`src/rtl/flow_ctrl_fsm.sv`:
```
// ---------------------------------------------------------------------------
// flow_ctrl_fsm
//
// Flow-control state machine for a multi-FIFO datapath. It watches
// NUM_FIFOS occupancy counters and empty flags. During INIT it latches the
// almost-empty/almost-full thresholds and validates them. It then tracks
// IDLE/ACTIVE with a debounced return to IDLE, and produces per-FIFO
// almost-empty/almost-full flags plus a pause back-pressure request. Bad
// thresholds or an occupancy above DEPTH park the machine in a sticky ERROR
// state, which only init (or rst) leaves.
//
// Ports
//   clk                   : single clock, rising edge
//   rst                   : asynchronous active-high reset
//   init                  : request (re)initialisation / threshold load
//   umbral_entrada_empty  : almost-empty threshold candidate (CNT_W)
//   umbral_entrada_full   : almost-full threshold candidate (CNT_W)
//   fifo_empty            : per-FIFO empty flag (NUM_FIFOS)
//   fifo_count            : packed occupancies, FIFO i at [i*CNT_W +: CNT_W]
//   umbral_empty          : active almost-empty threshold (registered)
//   umbral_full           : active almost-full threshold (registered)
//   estado                : current state, one-hot (registered)
//   estado_proximo        : next state (combinational)
//   idle                  : estado == IDLE
//   error                 : estado == ERROR
//   almost_empty          : per-FIFO count <= umbral_empty (registered)
//   almost_full           : per-FIFO count >= umbral_full (registered)
//   pause                 : back-pressure request, ACTIVE only (registered)
// ---------------------------------------------------------------------------
module flow_ctrl_fsm #(
  parameter int NUM_FIFOS = 4,
  parameter int CNT_W     = 5,
  parameter int DEPTH     = 16,
  parameter int IDLE_HOLD = 2
) (
  input  logic                       clk,
  input  logic                       rst,
  input  logic                       init,
  input  logic [CNT_W-1:0]           umbral_entrada_empty,
  input  logic [CNT_W-1:0]           umbral_entrada_full,
  input  logic [NUM_FIFOS-1:0]       fifo_empty,
  input  logic [NUM_FIFOS*CNT_W-1:0] fifo_count,
  output logic [CNT_W-1:0]           umbral_empty,
  output logic [CNT_W-1:0]           umbral_full,
  output logic [4:0]                 estado,
  output logic [4:0]                 estado_proximo,
  output logic                       idle,
  output logic                       error,
  output logic [NUM_FIFOS-1:0]       almost_empty,
  output logic [NUM_FIFOS-1:0]       almost_full,
  output logic                       pause
);

  typedef enum logic [4:0] {
    ST_RESET  = 5'b00001,
    ST_INIT   = 5'b00010,
    ST_IDLE   = 5'b00100,
    ST_ACTIVE = 5'b01000,
    ST_ERROR  = 5'b10000
  } state_e;

  localparam int HOLD_W = $clog2(IDLE_HOLD + 1);

  localparam logic [CNT_W-1:0]  DEPTH_C  = CNT_W'(DEPTH);
  localparam logic [CNT_W-1:0]  HALF_C   = CNT_W'(DEPTH / 2);
  localparam logic [HOLD_W-1:0] HOLD_C   = HOLD_W'(IDLE_HOLD);
  localparam logic [HOLD_W-1:0] HOLD_ONE = HOLD_W'(1);

  // State and datapath registers with their next-state values.
  state_e                 state_q, state_d;
  logic [CNT_W-1:0]       ue_q, ue_d;
  logic [CNT_W-1:0]       uf_q, uf_d;
  logic [NUM_FIFOS-1:0]   ae_q, ae_d;
  logic [NUM_FIFOS-1:0]   af_q, af_d;
  logic                   pause_q, pause_d;
  logic [HOLD_W-1:0]      hold_q, hold_d;

  // Decoded conditions shared by the next-state and datapath logic.
  logic                   all_empty_s;
  logic                   thr_bad_s;
  logic                   ovf_s;
  logic                   hold_done_s;
  logic [CNT_W-1:0]       count_s [NUM_FIFOS];

  // Unpack the occupancy bus into one count per FIFO.
  always_comb begin
    for (int i = 0; i < NUM_FIFOS; i++) begin
      count_s[i] = fifo_count[i*CNT_W +: CNT_W];
    end
  end

  // Input qualifiers: all-empty, threshold validity, occupancy overflow.
  always_comb begin
    all_empty_s = &fifo_empty;
    // Thresholds must leave a non-empty band between them and the full
    // threshold must be reachable by a FIFO of DEPTH entries.
    thr_bad_s   = (umbral_entrada_empty >= umbral_entrada_full) ||
                  (umbral_entrada_full > DEPTH_C);
    ovf_s       = 1'b0;
    for (int i = 0; i < NUM_FIFOS; i++) begin
      if (count_s[i] > DEPTH_C) begin
        ovf_s = 1'b1;
      end else begin
        ovf_s = ovf_s;
      end
    end
    // hold_q counts the earlier consecutive all-empty ACTIVE cycles, so the
    // current all-empty cycle completes the run when hold_q reaches
    // IDLE_HOLD-1.
    hold_done_s = all_empty_s && (hold_q >= (HOLD_C - HOLD_ONE));
  end

  // Next-state logic; priority inside each state is top-down.
  always_comb begin
    state_d = ST_RESET;
    case (state_q)
      ST_RESET: begin
        if (init) begin
          state_d = ST_INIT;
        end else begin
          state_d = ST_RESET;
        end
      end
      ST_INIT: begin
        if (thr_bad_s) begin
          state_d = ST_ERROR;
        end else if (!init && all_empty_s) begin
          state_d = ST_IDLE;
        end else begin
          state_d = ST_INIT;
        end
      end
      ST_IDLE: begin
        if (init) begin
          state_d = ST_INIT;
        end else if (ovf_s) begin
          state_d = ST_ERROR;
        end else if (!all_empty_s) begin
          state_d = ST_ACTIVE;
        end else begin
          state_d = ST_IDLE;
        end
      end
      ST_ACTIVE: begin
        if (init) begin
          state_d = ST_INIT;
        end else if (ovf_s) begin
          state_d = ST_ERROR;
        end else if (hold_done_s) begin
          state_d = ST_IDLE;
        end else begin
          state_d = ST_ACTIVE;
        end
      end
      ST_ERROR: begin
        // Sticky: only a fresh initialisation leaves ERROR.
        if (init) begin
          state_d = ST_INIT;
        end else begin
          state_d = ST_ERROR;
        end
      end
      default: begin
        // Any non-legal one-hot pattern recovers through RESET.
        state_d = ST_RESET;
      end
    endcase
  end

  // Threshold load and idle-hold counter next values.
  always_comb begin
    ue_d   = ue_q;
    uf_d   = uf_q;
    hold_d = '0;
    // Every valid INIT cycle reloads, so the last value before leaving wins;
    // an invalid cycle keeps the previously accepted pair.
    if ((state_q == ST_INIT) && !thr_bad_s) begin
      ue_d = umbral_entrada_empty;
      uf_d = umbral_entrada_full;
    end else begin
      ue_d = ue_q;
      uf_d = uf_q;
    end
    if ((state_q == ST_ACTIVE) && all_empty_s) begin
      // Saturate so the counter can never wrap back to a short run.
      if (hold_q != HOLD_C) begin
        hold_d = hold_q + HOLD_ONE;
      end else begin
        hold_d = hold_q;
      end
    end else begin
      hold_d = '0;
    end
  end

  // Per-FIFO flags and pause, computed against the registered thresholds.
  always_comb begin
    ae_d    = '0;
    af_d    = '0;
    pause_d = 1'b0;
    if ((state_q == ST_IDLE) || (state_q == ST_ACTIVE)) begin
      for (int i = 0; i < NUM_FIFOS; i++) begin
        ae_d[i] = (count_s[i] <= ue_q);
        af_d[i] = (count_s[i] >= uf_q);
      end
      // Back-pressure is only meaningful while data is moving.
      pause_d = (state_q == ST_ACTIVE) && (|af_d);
    end else begin
      ae_d    = '0;
      af_d    = '0;
      pause_d = 1'b0;
    end
  end

  // State, threshold, flag and counter registers.
  always_ff @(posedge clk or posedge rst) begin
    if (rst) begin
      state_q <= ST_RESET;
      ue_q    <= '0;
      uf_q    <= HALF_C;
      ae_q    <= '0;
      af_q    <= '0;
      pause_q <= 1'b0;
      hold_q  <= '0;
    end else begin
      state_q <= state_d;
      ue_q    <= ue_d;
      uf_q    <= uf_d;
      ae_q    <= ae_d;
      af_q    <= af_d;
      pause_q <= pause_d;
      hold_q  <= hold_d;
    end
  end

  // Output mapping; idle/error are Moore decodes of the state register.
  always_comb begin
    estado         = state_q;
    estado_proximo = state_d;
    idle           = (state_q == ST_IDLE);
    error          = (state_q == ST_ERROR);
    umbral_empty   = ue_q;
    umbral_full    = uf_q;
    almost_empty   = ae_q;
    almost_full    = af_q;
    pause          = pause_q;
  end

endmodule

```
`config.mk`:
```
export PLATFORM = sky130hd
export DESIGN_NAME = flow_ctrl_fsm
export DESIGN_NICKNAME = d
export VERILOG_FILES = /design/src/rtl/flow_ctrl_fsm.sv
export SDC_FILE = /design/constraint.sdc
export NUM_CORES = 1
export LEC_CHECK = 0
export CAP_MARGIN = 25
export CORE_UTILIZATION = 47
export DETAILED_ROUTE_END_ITERATION = 10
export PLACE_DENSITY = 0.89
export RECOVER_POWER = 100
export SYNTH_ARGS = -nofsm -noshare
export SYNTH_HDL_FRONTEND = slang
export SYNTH_SLANG_ARGS = --single-unit
export TNS_END_PERCENT = 50
```
`constraint.sdc`:
```
create_clock -name clk -period 2.7 [get_ports clk]
set_input_delay 0.54 -clock clk [delete_from_list [all_inputs] [get_ports clk]]
set_output_delay 0.54 -clock clk [all_outputs]
set_load 0.005 [all_outputs]
```
* Yosys cells after proc, flatten, opt, wreduce, memory -nomap -nowiden *
Cells that the tools add are included.

storage, ports and cells
  bits in read-only memories = 0
  input port bits = 37
  register bits = 26
  memories kept = 0
  RAM bits = 0
  bits in latches = 0
  output and inout port bits = 31

operators by class
  divide/modulo/power cells = 0
  shifts and indexed selects = 0
  equal/unequal tests = 7
  $lt $le $gt $ge = 15
  reduce and logical (&&, ||, !) cells = 11
  multipliers = 0
  bitwise operators = 0
  muxes and demuxes = 20
  $add $sub $neg = 1

operator list
  cell                 number
  $mux 5               6
  $ge 5x5->1           5
  $gt 5x5->1 const B   5
  $pmux 5 s5           1
  $le 5x5->1           4
  $mux 4               4
  $mux 2               3
  $eq 5x1->1 const B   1
  $eq 5x2->1 const B   1
  $eq 5x3->1 const B   1
  $eq 5x4->1 const B   1
  $eq 5x5->1 const B   1
  $logic_and 1x1->1    5
  $mux 1               5
  $reduce_and 4->1     1
  $reduce_or 4->1      1
  $mux 3               1
  $add 2x1->2 const B  1
  $ge 2x1->1 const B   1
  $logic_not 1->1      2
  $logic_or 1x1->1     2
  $ne 2x1->1 const B   1
  $ne 2x2->1 const B   1

* Depth between registers and ports, before layout *
  depth in word-level cells = 8
  gate-level depth with buffers = 8
  depth with buffers taken out = 7

* Worst setup path after synthesis *
OpenSTA, ideal clock, no wires.

  kind = input port to output port
  start point = input umbral_entrada_empty[0]
  end point = output estado_proximo[1]
  data arrival time = 1.936 ns
  stages = 8
  buffers on the path = 1
  slack = 0.224 ns
  cell sequence = inv_1 > ha_1 > nand2b_1 > a2111oi_2 > o21ai_2 > nor2_4 > buf_12 > a221o_1

between the ends
  word-level cells in the longest chain between the ends = 4

RTL lines
  item              line  source
  start, declared   39    input logic [CNT_W-1:0] umbral_entrada_empty,
  $ge 5x5->1        97    thr_bad_s = (umbral_entrada_empty >= umbral_entrada_full) ||
  $logic_or 1x1->1  97
  $mux 5            125   if (thr_bad_s) begin
  $pmux 5 s5        116   case (state_q)
  end, declared     46    output logic [4:0] estado_proximo,

No other way between the ends.

* Worst setup path in the final report *
  start point = input umbral_entrada_full[0]
  end point = output estado_proximo[1]

between the ends
  word-level cells in the longest chain between the ends = 4
  elaborated cells between the ends (all ways) = 5
  classes of those cells = 2 x order compare; 2 x mux; 1 x reduce/logical

RTL lines
  item                                      line    source
  start, declared                           40      input logic [CNT_W-1:0] umbral_entrada_full,
  $ge 5x5->1 or $gt 5x5->1 (tied branches)  97, 98
  $logic_or 1x1->1 *                        97
  $mux 5 *                                  125
  $pmux 5 s5 *                              116

Mark *: on every way between the ends. The rest lies on a longest branch, timed or not.

==> flow_metrics.env <==
export IMPL_ff_latch_area_um2=653
export IMPL_worstPathRequired_ps=2160
export IMPL_syn_to_final_growth_pct=50.0
export IMPL_hold_viol_final=0
export IMPL_synth_top_cell_by_area="dfrtp_1"
export IMPL_async_reset_ff_share_pct=100
export IMPL_n_antenna_cell=0
export IMPL_crit_chain="clkbuf_2 > ha_1 > nand2b_4 > a2111oi_4 > o21ai_2 > buf_4 > nor3b_2 > a221o_1 > buf_2"
export IMPL_slew_headroom_pct=5.50
export IMPL_synth_top_area_share_pct=28.0
export IMPL_syn_inst=213
export IMPL_ant_nets=0
export IMPL_drt_iter0_markers=44
export IMPL_drive_gt1_share_pct=19.7
export IMPL_grt_max_degree=27
export IMPL_timing_final_ws_setup_ps=39.9
export IMPL_io_pins=68
export IMPL_wl_mm=5.97
export IMPL_fp_dieH_um=69.5
export IMPL_clock_skew_ps=1.50
export IMPL_dp_slack_ps=-770
export IMPL_gp_congestion=0.868
export IMPL_cts_sinks=26
export IMPL_clockBufferDepth=2
export IMPL_gr_usage_all_layers_pct=25.6
export IMPL_fin_crit_ps=2660
export IMPL_synth_seq_area_share_pct=30.5
export IMPL_vdd_drop_max_mv=0.410
export IMPL_placed_cell_area_mm2=0.00308
export IMPL_worstMarginPinSlew_ps=1420
export IMPL_row_count=24
export IMPL_critPathLaunchType="input pin"
export IMPL_synth_edff_count=0
export IMPL_arrival_ps=2120
export IMPL_max_freq_mhz=376
export IMPL_hpwl_mm=4.57
export IMPL_grt_first_pass_wirelength_mm=9.84
export IMPL_tns_ps=0
export IMPL_grt_ovfl_total=0
export IMPL_die_w_um=69.5
export IMPL_cp_slowest_cell="a2111oi_4"
export IMPL_cts_hold_buffers=0
export IMPL_hp_class="in -> reg"
export IMPL_p_total_mw=2.12
export IMPL_tritoncts="done"
export IMPL_synth_area_leaders="dfrtp_1 (28%), ha_1 (27%), inv_1 (4.2%), a21oi_1 (3.7%), mux2i_1 (3.3%)"
export IMPL_synth_area_mm2=0.00214
export IMPL_fillers=299
export IMPL_antenna_found_initial=0
export IMPL_dieArea_mm2=0.00483
export IMPL_clk_latency_ps=270
export IMPL_finalMaxSlewViolations=0
export IMPL_reg2reg_slack_ps=530
export IMPL_synth_cell_types=41
export IMPL_critPathCaptureType="output port"
export IMPL_leakagePower_nw=1.64
export IMPL_synth_nets=297
export IMPL_cts_max_level=1
export IMPL_drc=0
export IMPL_yosysWarningCount=0
export IMPL_drtPass1Iterations=4
export IMPL_start_util_pct=49.2
export IMPL_fin_area_mm2=0.00321
export IMPL_fin_nets=400
export IMPL_drv_cap=0
export IMPL_multiInputGateArea_mm2=0.00145
export IMPL_wl_per_cell_um=16.3
export IMPL_post_synth_cell_area_avg_um2=10.1
export IMPL_vias_per_cell=5.65
export IMPL_grt_pass1_vias=2198
export IMPL_critPathMaxFanout=3
export IMPL_finalCritPeriodShare_pct=98.5
export IMPL_path_clk_slew_ps=90
export IMPL_synth_seq_cells=26
export IMPL_root_buffer="clkbuf_8"
export IMPL_power_density_mw_per_mm2=660
export IMPL_rsz0062_at_grt="yes"
export IMPL_max_stage_delay_ps=360
export IMPL_outcome="finished, final reports clean"
export IMPL_fp_coreArea_mm2=0.00435
export IMPL_setup_viol=0
export IMPL_port_buffers=67
export IMPL_worstSetupPathType="in -> out"
export IMPL_vias=2072
export IMPL_fin_hold_ws_ps=475
export IMPL_synthFlopType="dfrtp_1"
export IMPL_numCtsBuffers=3
[through the flow]
step           util [%]  cells
6_report           73.8    367
5_1_grt            73.8    367
4_1_cts            74.1    367
3_5_place_dp       70.8    360
3_3_place_gp       70.8    360
2_1_floorplan         -    213
[sequential cells by signal, summed over array words and instances (netlist names)]
register and flops:
hold_q 2, almost_empty 4, almost_full 4, umbral_empty 5, estado 5, pause 1
umbral_full 5
[routing by layer]
metal | GRT usage [%] | vias to the layer above | wire length [um]
met5 | 0 | - | 0
met1 | 30.5 | 1011 | 2520
met3 | 2.33 | 14 | 190
li1 | - | 985 | -
met4 | 10.2 | 0 | 129
met2 | 47.1 | 62 | 3130
[cell families after synthesis]
group / after synthesis / share of synthesized area [%]
multiplexers: 13 / 7.13
AND/OR/NAND/NOR: 46 / 11.7
buffers and inverters: 27 / 5.49
AO/OA/AOI/OAI: 52 / 16.9
adder cells (fa/ha/maj): 47 / 27.5
flip-flops: 26 / 30.5
XOR/XNOR: 2 / 0.818
[cell type report]
cell class / count / share of cell area (%)
multi-input cells: 160 / 45.2
well taps: 52 / 2.02
flip-flops and latches: 26 / 20.3
inverters: 24 / 2.80
clock buffers: 3 / 1.29
repair buffers: 101 / 27.4
clock inverters: 1 / 0.935
[Yosys cell counts, types with 2 or more instances]
master,instances
a211oi_1,2
a21o_1,8
a21oi_1,16
a221o_1,5
and3_1,5
clkbuf_1,2
dfrtp_1,24
dfstp_2,2
ha_1,47
inv_1,24
mux2_2,2
mux2_4,4
mux2i_1,7
nand2_1,4
nand2b_1,6
nand3_1,5
nand4_1,2
nor2_1,12
nor3_1,3
o21a_1,2
o21ai_0,7
o21bai_1,2
o41ai_1,4
[placed cells by master, fill, tap and decap left out, types with 2 or more instances in the layout]
cell type	instances
o41ai_2	3
ha_1	45
dfstp_1	2
mux2i_1	7
nand4_1	2
nand3_1	5
mux2_1	4
clkbuf_8	3
clkdlybuf4s50_1	14
o21ai_2	2
a21oi_2	2
buf_4	31
a21oi_1	15
o21ai_0	5
dfrtp_1	24
o21a_1	2
nor3_1	2
buf_2	2
and3_1	5
nor2_1	12
o21bai_1	2
dlygate4sd3_1	25
mux2_2	2
inv_2	3
nand2b_1	5
clkdlybuf4s15_1	2
a221o_1	5
a21o_1	8
nand2_1	4
dlygate4sd2_1	20
clkbuf_1	3
inv_1	21
[where the power goes]
group	internal [mW]	switching [mW]	total (mW)
clock	0.198	0.130	0.328
sequential	0.485	0.119	0.604
combinational	0.606	0.584	1.19
[final timing paths]
| kind | startpoint | to | cells past startpoint |
|---|---|---|---|
| worst max-delay path | umbral_entrada_full[0] | estado_proximo[1] | 9 |
| worst max register to register | estado[4] | umbral_empty[1] | 5 |
| worst min-delay path | umbral_entrada_empty[0] | umbral_empty[0] | 2 |
| worst min register to register | umbral_empty[4] | umbral_empty[4] | 1 |
| min in group asynchronous | rst | almost_full[2] | 3 |
| max in group asynchronous | rst | umbral_full[0] | 3 |
[worst max-delay path: cells and delay by family]
family	cells	cell delay, ps
AND/OR/NAND/NOR	2	310
adder cells (fa/ha/maj)	1	290
AO/OA/AOI/OAI	3	620
buffers and inverters	3	340
[repair_timing]
item                       in CTS  in global routing
pin swaps                      13                  7
gates resized for setup        49                 13
setup endpoints to repair       5                  5
setup buffers                   3                  0
Power figures use the tool's default switching activity.
==> RTL change (same flow settings) <==
Change the parameter `CNT_W` from 5 to 10.
--- a/src/rtl/flow_ctrl_fsm.sv
+++ b/src/rtl/flow_ctrl_fsm.sv
@@ -31,3 +31,3 @@
   parameter int NUM_FIFOS = 4,
-  parameter int CNT_W     = 5,
+  parameter int CNT_W     = 10,
   parameter int DEPTH     = 16,
Ports: changed (5 resized); port bits go from 68 to 108. The function was not compared with the original's and may differ.
==> RTL change against the unedited design <==
The run now ends with negative setup slack left. Global-route usage grew 7.5 points. Count of clock-buffer cells in the layout grew 2. Wire length increased by 110%. Setup slack lost 0.12 ns. Via count increased by 88%. First-iteration DRC count rose to 3.8 times the old value. Total power shrank 7.3%. Sequential power rose by 3%. Sequential cell count rose by 10. Synthesized cell count is 78% higher. Design area up 77%. Clock power is 26% higher. Area after synthesis grew 67%. Largest cell class unchanged.
==> RTL change: results (changes against the unedited design) <==
** STA
- Pin slew with the least headroom to its limit :: 0.910 ns (was 1.42 ns)
- The setup clock skew after layout came to 0.00418 ns (was 0.00150 ns).
- Final setup viols :: 2 (was 0)
- The worst setup slack after layout came to -0.0758 ns (was 0.0399 ns).
- Final hold slack :: 0.488 ns (was 0.475 ns)

** Setup path
- The highest net fanout along the worst path came to 2 (was 3).
- The worst setup slack for register-to-register paths was 0.60 ns (was 0.53 ns).
- The arrival time at the worst endpoint came to 2.24 ns (was 2.12 ns).
- Worst Setup SP :: fifo_count[3] (was umbral_entrada_full[0])
- Critical path endpoint :: estado_proximo[2] (was estado_proximo[1])
- Crit Reg-Reg Endpoint :: almost_empty[3]$_DFF_PP0_ (was umbral_empty[1]$_DFFE_PP0P_)

** Logic synthesis
- Top post-synthesis cells by count: ha_1 (92), inv_1 (41), dfrtp_1 (34) (was ha_1 (47), dfrtp_1 (24), inv_1 (24)).
- Avg Inst Size Synth :: 9.40 um^2 (was 10.1 um^2)
- Biggest area contributors in the synthesized netlist: ha_1 (32%), dfrtp_1 (24%), inv_1 (4.3%) (was dfrtp_1 (28%), ha_1 (27%), inv_1 (4.2%)).
- The number of library cell types mapped by synthesis came to 40 (was 41).
- The sequential area share after synthesis is 0.253 (was 0.305).

** Route
- Starting DRT DRC Count :: 166 (was 44)
- WL per Instance :: 18.8 um (was 16.3 um)
- Vias :: 3895 (was 2072)
- Drt pass-1 iters :: 5 (was 4)

** Placed design
- Count of placed standard cells including taps :: 655 (was 360)
- Setup slack after placement :: -1.07 ns (was -0.770 ns)
- The number of input and output port buffers inserted was 107 (was 67).
- Half-perimeter wire length after placement :: 9.41 mm (was 4.57 mm)
- Placer Congestion :: 0.891 (was 0.868)

** Clocking
- Number of buffers added by the clock tree synthesis step :: 5 (was 3)
- Clock H-tree levels :: 2 (was 1)

** Layout
- Fraction of layout instances using a drive strength above 1 :: 0.305 (was 0.197)
- Number of nets in the layout :: 726 (was 400)

** Status
- Failing checks :: negative setup slack
- Run status :: finished with violations (was finished, final reports clean)

** Global route
- Overall Global Routing Usage :: 0.332 (was 0.256)
- First-pass GRT wire length :: 19.5 mm (was 9.84 mm)
- The via count of the first global-routing pass is 4138 (was 2198).
- The largest net degree at the start of global routing came to 37 (was 27).

** Pwr
- The leakage power came to 2.78 nW (was 1.64 nW).
- The worst-case vdd ir drop came to 0.430 mV (was 0.410 mV).

** Worst hold path
- Worst Hold Launch :: umbral_entrada_full[0] (was umbral_entrada_empty[0])
[RTL change: changes by cell type in the layout (fill, tap and decap cells not counted), moves of 15 or more]
cell             change
ha_1                +42
buf_4               +41
dlygate4sd3_1       -24
clkdlybuf4s50_1     +26
inv_1               +15
nand2_1             +17
[RTL change: routing by layer]
metal,track usage,vias up,wire [um]
li1,-,1812,-
met1,0.363,1825,4780
met2,0.588,191,6250
met3,0.0591,67,744
met4,0.218,0,801
met5,0,-,0
[RTL change: report_power, final]
group | switching [mW] | total (mW) | internal, mW
registers | 0.0421 | 0.624 | 0.582
clock network | 0.234 | 0.414 | 0.180
logic | 0.471 | 0.929 | 0.458
total | 0.747 | 1.97 | 1.22
[RTL change: kinds of logic (layout without fill, tap and decap cells)]
| group | after synthesis | in the layout | share of synthesized area |
|---|---|---|---|
| AND/OR/NAND/NOR | 97 | 97 | 0.142 |
| AO/OA/AOI/OAI | 94 | 94 | 0.177 |
| flip-flops | 36 | 36 | 0.253 |
| buffers and inverters | 43 | 231 | 0.0518 |
| adder cells (fa/ha/maj) | 92 | 92 | 0.322 |
| multiplexers | 16 | 16 | 0.0497 |
| XOR/XNOR | 2 | 2 | 0.00490 |
[RTL change: what timing repair did]
item                                    CTS  global route
gates resized for setup                 203            37
endpoints found under the setup margin    4             6
buffers inserted                          3             2
pin swaps                                35            18
[RTL change: layout make-up]
type                            instances  area, um^2
Multi-Input combinational cell        301        2850
Fill cell                             485        1610
Timing Repair Buffer                  182        1560
Sequential cell                        36         903
Inverter                               41         156
Tap cell                               99         124
Clock buffer                            5        68.8
Clock inverter                          3        18.8
[RTL change: stage by stage]
step | setup TNS, ns | cell area [um^2]
finish | -0.0884 | 5680
global route | -0.240 | 5680
CTS | -0.00513 | 5560
detailed placement | -5.96 | 5280
global placement | -4.19 | 5280
floorplan | 0 | 3570
